[src/rtl/reg_file_mp_if.sv]
// Decode/writeback bus for the multi-port register file: read ports, writeback
// strobe, issue marking and the busy scoreboard count.
interface reg_file_mp_if #(
    parameter int XLEN  = 32,
    parameter int NREGS = 32,
    parameter int NREAD = 2
);
    localparam int AW = $clog2(NREGS);

    logic [NREAD*AW-1:0]   rs_addr;
    logic [NREAD*XLEN-1:0] rs_data;
    logic [NREAD-1:0]      rs_busy;
    logic                  wr_en;
    logic [AW-1:0]         wr_addr;
    logic [XLEN-1:0]       wr_data;
    logic                  issue_en;
    logic [AW-1:0]         issue_rd;
    logic [AW:0]           busy_cnt;

    modport master (
        output rs_addr, wr_en, wr_addr, wr_data, issue_en, issue_rd,
        input  rs_data, rs_busy, busy_cnt
    );

    modport slave (
        input  rs_addr, wr_en, wr_addr, wr_data, issue_en, issue_rd,
        output rs_data, rs_busy, busy_cnt
    );
endinterface

[src/rtl/reg_file_mp.sv]
// Multi-read-port register file with optional write bypass, optional registered
// reads and a per-register busy scoreboard for pipelined issue.
module reg_file_mp #(
    parameter int XLEN     = 32,
    parameter int NREGS    = 32,
    parameter int NREAD    = 2,
    parameter int ZERO_REG = 1,
    parameter int BYPASS   = 1,
    parameter int RD_LAT   = 0
) (
    input  logic          clk,
    input  logic          rst_n,
    reg_file_mp_if.slave  bus
);
    localparam int AW = $clog2(NREGS);

    logic [XLEN-1:0]       regs_q [NREGS];
    logic [XLEN-1:0]       regs_d [NREGS];
    logic [NREGS-1:0]      busy_q;
    logic [NREGS-1:0]      busy_d;
    logic [AW:0]           busy_cnt_q;
    logic [AW:0]           busy_cnt_d;
    logic                  wr_ok_s;
    logic                  issue_ok_s;
    logic [AW-1:0]         rd_addr_s [NREAD];
    logic [NREAD*XLEN-1:0] rd_data_d;
    logic [NREAD-1:0]      rs_busy_s;

    function automatic logic [AW:0] popcount(input logic [NREGS-1:0] v);
        logic [AW:0] c;
        c = {(AW+1){1'b0}};
        for (int i = 0; i < NREGS; i++) begin
            c = c + {{AW{1'b0}}, v[i]};
        end
        return c;
    endfunction

    // Qualify write and issue: register 0 is hardwired when ZERO_REG is set.
    always_comb begin
        wr_ok_s    = bus.wr_en;
        issue_ok_s = bus.issue_en;
        if ((ZERO_REG != 0) && (bus.wr_addr == {AW{1'b0}})) begin
            wr_ok_s = 1'b0;
        end else begin
            wr_ok_s = bus.wr_en;
        end
        if ((ZERO_REG != 0) && (bus.issue_rd == {AW{1'b0}})) begin
            issue_ok_s = 1'b0;
        end else begin
            issue_ok_s = bus.issue_en;
        end
    end

    // Next register contents and scoreboard; a same-cycle issue beats the clearing write.
    always_comb begin
        for (int r = 0; r < NREGS; r++) begin
            if (wr_ok_s && (bus.wr_addr == AW'(r))) begin
                regs_d[r] = bus.wr_data;
            end else begin
                regs_d[r] = regs_q[r];
            end
            if (issue_ok_s && (bus.issue_rd == AW'(r))) begin
                busy_d[r] = 1'b1;
            end else if (bus.wr_en && (bus.wr_addr == AW'(r))) begin
                busy_d[r] = 1'b0;
            end else begin
                busy_d[r] = busy_q[r];
            end
        end
        if (ZERO_REG != 0) begin
            busy_d[0] = 1'b0;
        end else begin
            busy_d[0] = busy_d[0];
        end
        busy_cnt_d = popcount(busy_d);
    end

    // Unpack the per-port read addresses.
    always_comb begin
        for (int i = 0; i < NREAD; i++) begin
            rd_addr_s[i] = bus.rs_addr[i*AW +: AW];
        end
    end

    // Combinational read value and busy flag per port, with optional writeback forwarding.
    always_comb begin
        rd_data_d = {(NREAD*XLEN){1'b0}};
        rs_busy_s = {NREAD{1'b0}};
        for (int i = 0; i < NREAD; i++) begin
            if ((ZERO_REG != 0) && (rd_addr_s[i] == {AW{1'b0}})) begin
                rd_data_d[i*XLEN +: XLEN] = {XLEN{1'b0}};
            end else if ((BYPASS != 0) && wr_ok_s && (bus.wr_addr == rd_addr_s[i])) begin
                rd_data_d[i*XLEN +: XLEN] = bus.wr_data;
            end else begin
                rd_data_d[i*XLEN +: XLEN] = regs_q[rd_addr_s[i]];
            end
            if ((BYPASS != 0) && wr_ok_s && (bus.wr_addr == rd_addr_s[i])) begin
                rs_busy_s[i] = 1'b0;
            end else begin
                rs_busy_s[i] = busy_q[rd_addr_s[i]];
            end
        end
    end

    // Architectural state and scoreboard registers.
    always_ff @(posedge clk or negedge rst_n) begin
        if (!rst_n) begin
            for (int r = 0; r < NREGS; r++) begin
                regs_q[r] <= {XLEN{1'b0}};
            end
            busy_q     <= {NREGS{1'b0}};
            busy_cnt_q <= {(AW+1){1'b0}};
        end else begin
            for (int r = 0; r < NREGS; r++) begin
                regs_q[r] <= regs_d[r];
            end
            busy_q     <= busy_d;
            busy_cnt_q <= busy_cnt_cap(busy_cnt_d);
        end
    end

    function automatic logic [AW:0] busy_cnt_cap(input logic [AW:0] v);
        return v;
    endfunction

    assign bus.rs_busy  = rs_busy_s;
    assign bus.busy_cnt = busy_cnt_q;

    generate
        if (RD_LAT != 0) begin : g_rd_reg
            logic [NREAD*XLEN-1:0] rd_data_q;

            // Registered read path: data appears one cycle after the address.
            always_ff @(posedge clk or negedge rst_n) begin
                if (!rst_n) begin
                    rd_data_q <= {(NREAD*XLEN){1'b0}};
                end else begin
                    rd_data_q <= rd_data_d;
                end
            end
            assign bus.rs_data = rd_data_q;
        end else begin : g_rd_comb
            assign bus.rs_data = rd_data_d;
        end
    endgenerate
endmodule

[src/flat_wrapper.sv]
// flat-port wrapper written by rule: the top's interface ports become plain ports
module reg_file_mp_flat 
#(
    parameter int XLEN     = 32,
    parameter int NREGS    = 32,
    parameter int NREAD    = 2,
    parameter int ZERO_REG = 1,
    parameter int BYPASS   = 1,
    parameter int RD_LAT   = 0
)
  (clk, rst_n, bus_rs_addr, bus_wr_en, bus_wr_addr, bus_wr_data, bus_issue_en, bus_issue_rd, bus_rs_data, bus_rs_busy, bus_busy_cnt);
  reg_file_mp_if #(.XLEN(XLEN), .NREGS(NREGS), .NREAD(NREAD)) bus_i ();
  input  logic clk;
  input  logic rst_n;
  input wire logic [$bits(bus_i.rs_addr)-1:0] bus_rs_addr;
  input wire logic [$bits(bus_i.wr_en)-1:0] bus_wr_en;
  input wire logic [$bits(bus_i.wr_addr)-1:0] bus_wr_addr;
  input wire logic [$bits(bus_i.wr_data)-1:0] bus_wr_data;
  input wire logic [$bits(bus_i.issue_en)-1:0] bus_issue_en;
  input wire logic [$bits(bus_i.issue_rd)-1:0] bus_issue_rd;
  output wire logic [$bits(bus_i.rs_data)-1:0] bus_rs_data;
  output wire logic [$bits(bus_i.rs_busy)-1:0] bus_rs_busy;
  output wire logic [$bits(bus_i.busy_cnt)-1:0] bus_busy_cnt;
  assign bus_i.rs_addr = bus_rs_addr;
  assign bus_i.wr_en = bus_wr_en;
  assign bus_i.wr_addr = bus_wr_addr;
  assign bus_i.wr_data = bus_wr_data;
  assign bus_i.issue_en = bus_issue_en;
  assign bus_i.issue_rd = bus_issue_rd;
  assign bus_rs_data = bus_i.rs_data;
  assign bus_rs_busy = bus_i.rs_busy;
  assign bus_busy_cnt = bus_i.busy_cnt;
  reg_file_mp #(.XLEN(XLEN), .NREGS(NREGS), .NREAD(NREAD), .ZERO_REG(ZERO_REG), .BYPASS(BYPASS), .RD_LAT(RD_LAT)) u_core (.clk(clk), .rst_n(rst_n), .bus(bus_i));
endmodule
[config.mk]
export PLATFORM = sky130hd
export DESIGN_NAME = reg_file_mp_flat
export DESIGN_NICKNAME = d
export VERILOG_FILES = /design/src/rtl/reg_file_mp_if.sv /design/src/rtl/reg_file_mp.sv /design/src/flat_wrapper.sv
export SDC_FILE = /design/constraint.sdc
export NUM_CORES = 2
export LEC_CHECK = 0
export ABC_AREA = 1
export CAP_MARGIN = 5
export CORE_MARGIN = 5
export CORE_UTILIZATION = 35
export CTS_CLUSTER_SIZE = 10
export DETAILED_ROUTE_END_ITERATION = 10
export PLACE_DENSITY_LB_ADDON = 0.25
export SETUP_SLACK_MARGIN = 0.05
export SLEW_MARGIN = 40
export SYNTH_ARGS = -nofsm -noshare
export SYNTH_HDL_FRONTEND = slang
export SYNTH_SLANG_ARGS = --single-unit
[constraint.sdc]
create_clock -name clk -period 8.65 [get_ports clk]
set_input_delay 0.865 -clock clk [delete_from_list [all_inputs] [get_ports clk]]
set_output_delay 0.865 -clock clk [all_outputs]
set_load 0.01 [all_outputs]
==> impl_metrics.json <==
{
  "relSlewSlack": 0.3757,
  "grt_usage": 0.2692,
  "layout_min_cycle_time_ns": 6.531,
  "dr_total_vias": 62330,
  "synth_top_family_by_area": "simple AND/OR/NAND/NOR gates",
  "critPathLaunchType": "primary input",
  "fin_nets": 8932,
  "grt_pass1_vias": 59200,
  "cts_tree": "yes",
  "ir_drop_uv": 1492,
  "worst_slew_pin_slew_ns": 0.9364,
  "power_density_nw_per_um2": 248.5,
  "dpl.hpwl_um": 142100,
  "ios": 128,
  "start_util": 0.3512,
  "worstPathCellList": "clkdlybuf4s50_1 -> nor2_1 -> inv_2 -> nor2_1 -> inv_2 -> nor2_2 -> inv_2 -> nand2_1 -> o21ai_0 -> ha_1 -> inv_1 -> fa_1 -> fa_1 -> fa_1 -> fa_1 -> fa_1 -> fa_1 -> inv_1 -> ha_1 -> inv_1 -> fa_1 -> o21ai_0 -> xor2_1",
  "drtAntennaViolNets": 0,
  "crit_path_max_fanout": 11,
  "numPortBuffers": 127,
  "synth_area_per_cell_um2": 6.863,
  "overflow": 0,
  "hold_buffers": 0,
  "numCtsBuffers": 132,
  "finalHoldViolCount": 0,
  "synthMuxAreaShare": 0,
  "tns_ns": 0,
  "synth_compound_area_frac": 0.1343,
  "worstPathArrival_ns": 7.23,
  "die_w_um": 435.4,
  "viasPerCell": 5.527,
  "async_flop_share": 1.000,
  "synthFlopType": "dfrtp_1",
  "synth_seq_cells": 1061,
  "drt_iter0_drc": 7599,
  "critPathMaxStageDelay_ns": 0.66,
  "num-fill-cells": 18800,
  "cts_buffer_depth": 3,
  "synth_cell_type_count": 40,
  "power.leakage_nw": 32.50,
  "critPathKind": "primary input to flip-flop",
  "grt_pass1_wl_um": 389800,
  "grt_setup_unrepaired": "no",
  "setup_viol": 0,
  "row_count": 156,
  "drc": 0,
  "synth_fp_nets": 9318,
  "place_area_um2": 65330,
  "cts_setup_buffers": 0,
  "clkSinkCount": 1061,
  "path_buf_inv": 7,
  "synth_warnings": 0,
  "fmax_mhz": 153.1,
  "max_cap_violations": 0,
  "crit_required_ns": 9.35,
  "clk_pin_slew_ns": 0.05,
  "area_delta_synth_final_pct": 9.611,
  "grt_max_degree": 188,
  "die_height_um": 435.4,
  "final_util": 0.3850,
  "synth_fa_ha_area_frac": 0.009046,
  "h-tree-depth": 4,
  "critPathCaptureType": "flip-flop",
  "syn_area_um2": 63350,
  "multi_input_area_um2": 29170,
  "clk_latency_ns": 0.78,
  "hold_path_class": "primary input to async pin",
  "synth_xor_area_frac": 0.001521,
  "period_share": 0.7550,
  "place.gp.congestion": 0.8805,
  "drv_slew": 0,
  "post_cts_resized": 0,
  "final.setup_skew_ns": 0.006456,
  "crit_family": "adder cells",
  "antenna_found_initial": 7,
  "dieArea_um2": 189600,
  "status": "completed",
  "synth_cells": 9230,
  "cp_slowest_cell": "clkdlybuf4s50_1",
  "firstDrtPassIters": 6,
  "finalInstanceArea_um2": 69430,
  "drive_gt1_frac": 0.05075,
  "core_um2": 180400,
  "wl_per_cell_um": 23.26,
  "regArea_um2": 26550,
  "routed_wl_um": 262400,
  "synthSimpleGateAreaFrac": 0.3134,
  "path_common_cell": "fa_1",
  "cts-root-buf": "clkbuf_16",
  "ys_seq_area_frac": 0.4191,
  "synth_edf_count": 0
}
==> flip-flops by register name, indices dropped and copies added, names as in the netlist <==
signal and flops:
u_core.regs_q 1024, u_core.busy_q 31, u_core.bus.busy_cnt 6
==> worst register-to-register path: cells and delay by family, from the launching register on <==
kind,cells,cell delay [ns]
compound gates,3,0.49
xor+xnor,1,0.17
fa+ha+maj,9,3.78
buf+inv,3,0.18
flops,1,0.40
==> synth_stat cells, types with 6 or more instances <==
master    number  area (um^2)
inv_2         29        108.9
nand2_1     2910        10920
nand3_1     1430         7157
o211ai_1     225         1689
a32oi_1        6        52.55
or2_2         50        312.8
fa_1          23        460.4
o22ai_1       10        62.56
buf_2        399         1997
buf_6         28        315.3
buf_1         66        247.7
nor2_4        13        146.4
inv_1       1004         3769
clkbuf_1     255        957.2
o21ai_1       65        325.3
nor2_1       294         1104
a21oi_1      130        650.6
buf_4         46        345.3
xor2_1        10        87.58
o21ai_0     1122         5615
nor2_2        12        75.07
dfrtp_1     1061        26550
ha_1           9        112.6
==> cell families after synthesis <==
| group | count (synthesis) |
|---|---|
| flip-flops | 1061 |
| buffers and inverters | 1832 |
| XOR/XNOR | 11 |
| AO/OA/AOI/OAI | 1571 |
| AND/OR/NAND/NOR | 4723 |
| adder cells (fa/ha/maj) | 32 |
==> through the flow <==
stage | setup WS, ns | power, W | hold slack (ns) | std cells
2_1_floorplan | 2.619 | 0.01040 | 0.4290 | 9230
3_3_place_gp | 1.309 | 0.01192 | 0.3646 | 11070
3_5_place_dp | 1.329 | 0.01196 | 0.3656 | 11080
4_1_cts | 2.128 | 0.01734 | 0.08401 | 11270
5_1_grt | 1.809 | 0.01842 | 0.1309 | 11280
6_report | 2.119 | 0.01725 | 0.09712 | 11280
==> report_power, final <==
part / total (W) / switching, W / internal (W)
logic: 0.00542 / 0.00345 / 0.00197
registers: 0.00653 / 0.000426 / 0.00610
clock network: 0.00531 / 0.00222 / 0.00309
total: 0.0173 / 0.00609 / 0.0112
==> final cells by class <==
class                   instances  area share
multi-input cells            6337      0.4201
flip-flops and latches       1061      0.3824
clock buffers                 186     0.05512
repair buffers                275     0.04089
diodes                          1  0.00003604
clock inverters                11    0.001658
well taps                    2370     0.04271
inverters                    1037     0.05709
==> cells in the final DEF, fill, tap and decap left out, types with 16 or more instances in the layout <==
master	count
nand2_1	2909
nand3_1	1429
o21ai_0	1122
dfrtp_1	1061
inv_1	1003
nor2_1	286
o211ai_1	225
clkbuf_16	141
a21oi_1	130
clkdlybuf4s50_1	115
buf_4	99
o21ai_1	65
or2_2	50
clkbuf_1	32
buf_6	31
nor2_4	30
inv_2	23
fa_1	23
buf_12	16
==> worst paths after layout <==
path	slack (ns)	start	cells past startpoint	endpoint
min	0.1	rst_n	1	u_core.regs_q[253]
max in group asynchronous	6.54	rst_n	4	u_core.regs_q[465]
min reg2reg	0.37	u_core.regs_q[997]	0	u_core.regs_q[997]
max reg2reg	3.54	u_core.busy_q[1]	16	u_core.bus.busy_cnt[4]
max	2.12	bus_wr_addr[3]	23	u_core.bus.busy_cnt[4]
min in group clk	0.37	u_core.regs_q[997]	0	u_core.regs_q[997]
==> routing by layer <==
layer / routed length [um] / share of wire / global-route usage / vias to the layer above
li1: - / - / - / 28570
met1: 107500 / 0.41 / 0.3541 / 29700
met2: 114200 / 0.44 / 0.4211 / 3329
met3: 23990 / 0.091 / 0.04885 / 724
met4: 16660 / 0.063 / 0.1465 / 2
met5: 13 / 0.000050 / 0 / -
Power figures use the tool's default switching activity.
==> RTL change: new RTL, same flow settings <==
`NREAD` is set to 2 in 3 places; all go to 1.
--- a/src/rtl/reg_file_mp_if.sv
+++ b/src/rtl/reg_file_mp_if.sv
@@ -3,7 +3,7 @@
 interface reg_file_mp_if #(
     parameter int XLEN  = 32,
     parameter int NREGS = 32,
-    parameter int NREAD = 2
+    parameter int NREAD = 1
 );
     localparam int AW = $clog2(NREGS);
 
--- a/src/rtl/reg_file_mp.sv
+++ b/src/rtl/reg_file_mp.sv
@@ -3,7 +3,7 @@
 module reg_file_mp #(
     parameter int XLEN     = 32,
     parameter int NREGS    = 32,
-    parameter int NREAD    = 2,
+    parameter int NREAD    = 1,
     parameter int ZERO_REG = 1,
     parameter int BYPASS   = 1,
     parameter int RD_LAT   = 0
--- a/src/flat_wrapper.sv
+++ b/src/flat_wrapper.sv
@@ -3,7 +3,7 @@
 #(
     parameter int XLEN     = 32,
     parameter int NREGS    = 32,
-    parameter int NREAD    = 2,
+    parameter int NREAD    = 1,
     parameter int ZERO_REG = 1,
     parameter int BYPASS   = 1,
     parameter int RD_LAT   = 0
Ports: changed (resized bus_rs_addr, bus_rs_busy and bus_rs_data); port bits go from 128 to 90. No check against the original RTL was run, so the function may have changed too.
==> RTL change against the original RTL <==
Non-clock buffer count decreased by 84; power decreased by 14%; worst setup slack improved by 0.056 ns; sequential cell count unchanged; final cell count decreased by 26%; highest routed layer is now met4; synthesized cell count decreased by 28%; worst hold slack got worse by 0.057 ns; critical path depth decreased by 6; combinational power decreased by 27%; largest cell class is now flip-flops and latches; synthesized area decreased by 19%; critical endpoint unchanged; maximum frequency increased by 0.86%; final area decreased by 19%; via count decreased by 30%; wire length decreased by 30%.
==> RTL change: results (changes against the original RTL) <==
status complete, no violations; fraction of area in multi-input gates 35.0% (-7.0 points); crit path from bus_wr_en; clock latency at the later pin of the worst-skew pair 0.73 ns (-0.05 ns); WP data arrival 7.10 ns (-0.13 ns); number of buffers added on ports 89 (-30%); register area share after synthesis 51.9% (+10 points); pin count of the biggest net entering global routing 193 (+2.7%); Num CTS Buffers 118 (-11%); wire length on met2 78.9 mm (-31%); Via Count 43800 (-30%); vias in the first global route 41400 (-30%); Routed WL per cell 22.0 um (-5.6%); CP max-delay cell fa_1; fraction of layout cells with a size suffix above 1 4.60% (-0.47 points); ClkCell Share 5.59% (-0.085 points); static leakage 26.6 nW (-18%); Non-clk bufs 191 (-31%); Area contributors post-synth dfrtp_1 52%, nand2_1 15%, o21ai_0 12%, nand3_1 5.5%, inv_1 4.8%; depth of the worst register-to-register path 17 (+1); tap cells 1917 (-19%); clock buffer count 142 (-24%); first-pass GRT wire length 275 mm (-29%); Clock Skew 0.0193 ns (+0.0128 ns); Overall Global Routing Usage 23.7% (-3.2 points); post-route insts no fill 8353 (-26%); wl on met1 86.4 mm (-20%); H-tree levels 3 (-1); Worst slew margin 34.7% (-2.9 points); count of multi-input gates 4365 (-31%); Ant. Diodes 2 (+1); non-clk buf share 3.46% (-0.62 points); RR Startpoint u_core.busy_q[17]; fin area 56300 sq um (-19%); Synth top cells by count 2079 x nand2_1, 1239 x o21ai_0, 1061 x dfrtp_1; Placed Area 53100 sq um (-19%); pre-CTS setup slack 1.51 ns (+0.177 ns)
-- RTL change: metal layers --
| layer | vias to the layer above | GRT usage, % |
|---|---|---|
| met2 | 1626 | 36.0 |
| met4 | 0 | 5.67 |
| met1 | 21500 | 35.7 |
| met3 | 222 | 3.40 |
| li1 | 20500 | - |
| met5 | - | 0 |
-- RTL change: report_power, final --
group / switching, mW / total, mW / internal [mW]
sequential: 0.417 / 6.43 / 6.01
clock: 2.00 / 4.46 / 2.46
combinational: 2.43 / 3.98 / 1.55
-- RTL change: logic make-up after synthesis --
logic type               Yosys count  synth area share (%)
flip-flops                      1061                  51.9
adder cells (fa/ha/maj)           32                  1.12
AO/OA/AOI/OAI                   1413                  14.2
buffers and inverters           1213                  9.85
XOR/XNOR                           5                0.0856
AND/OR/NAND/NOR                 2915                  22.9
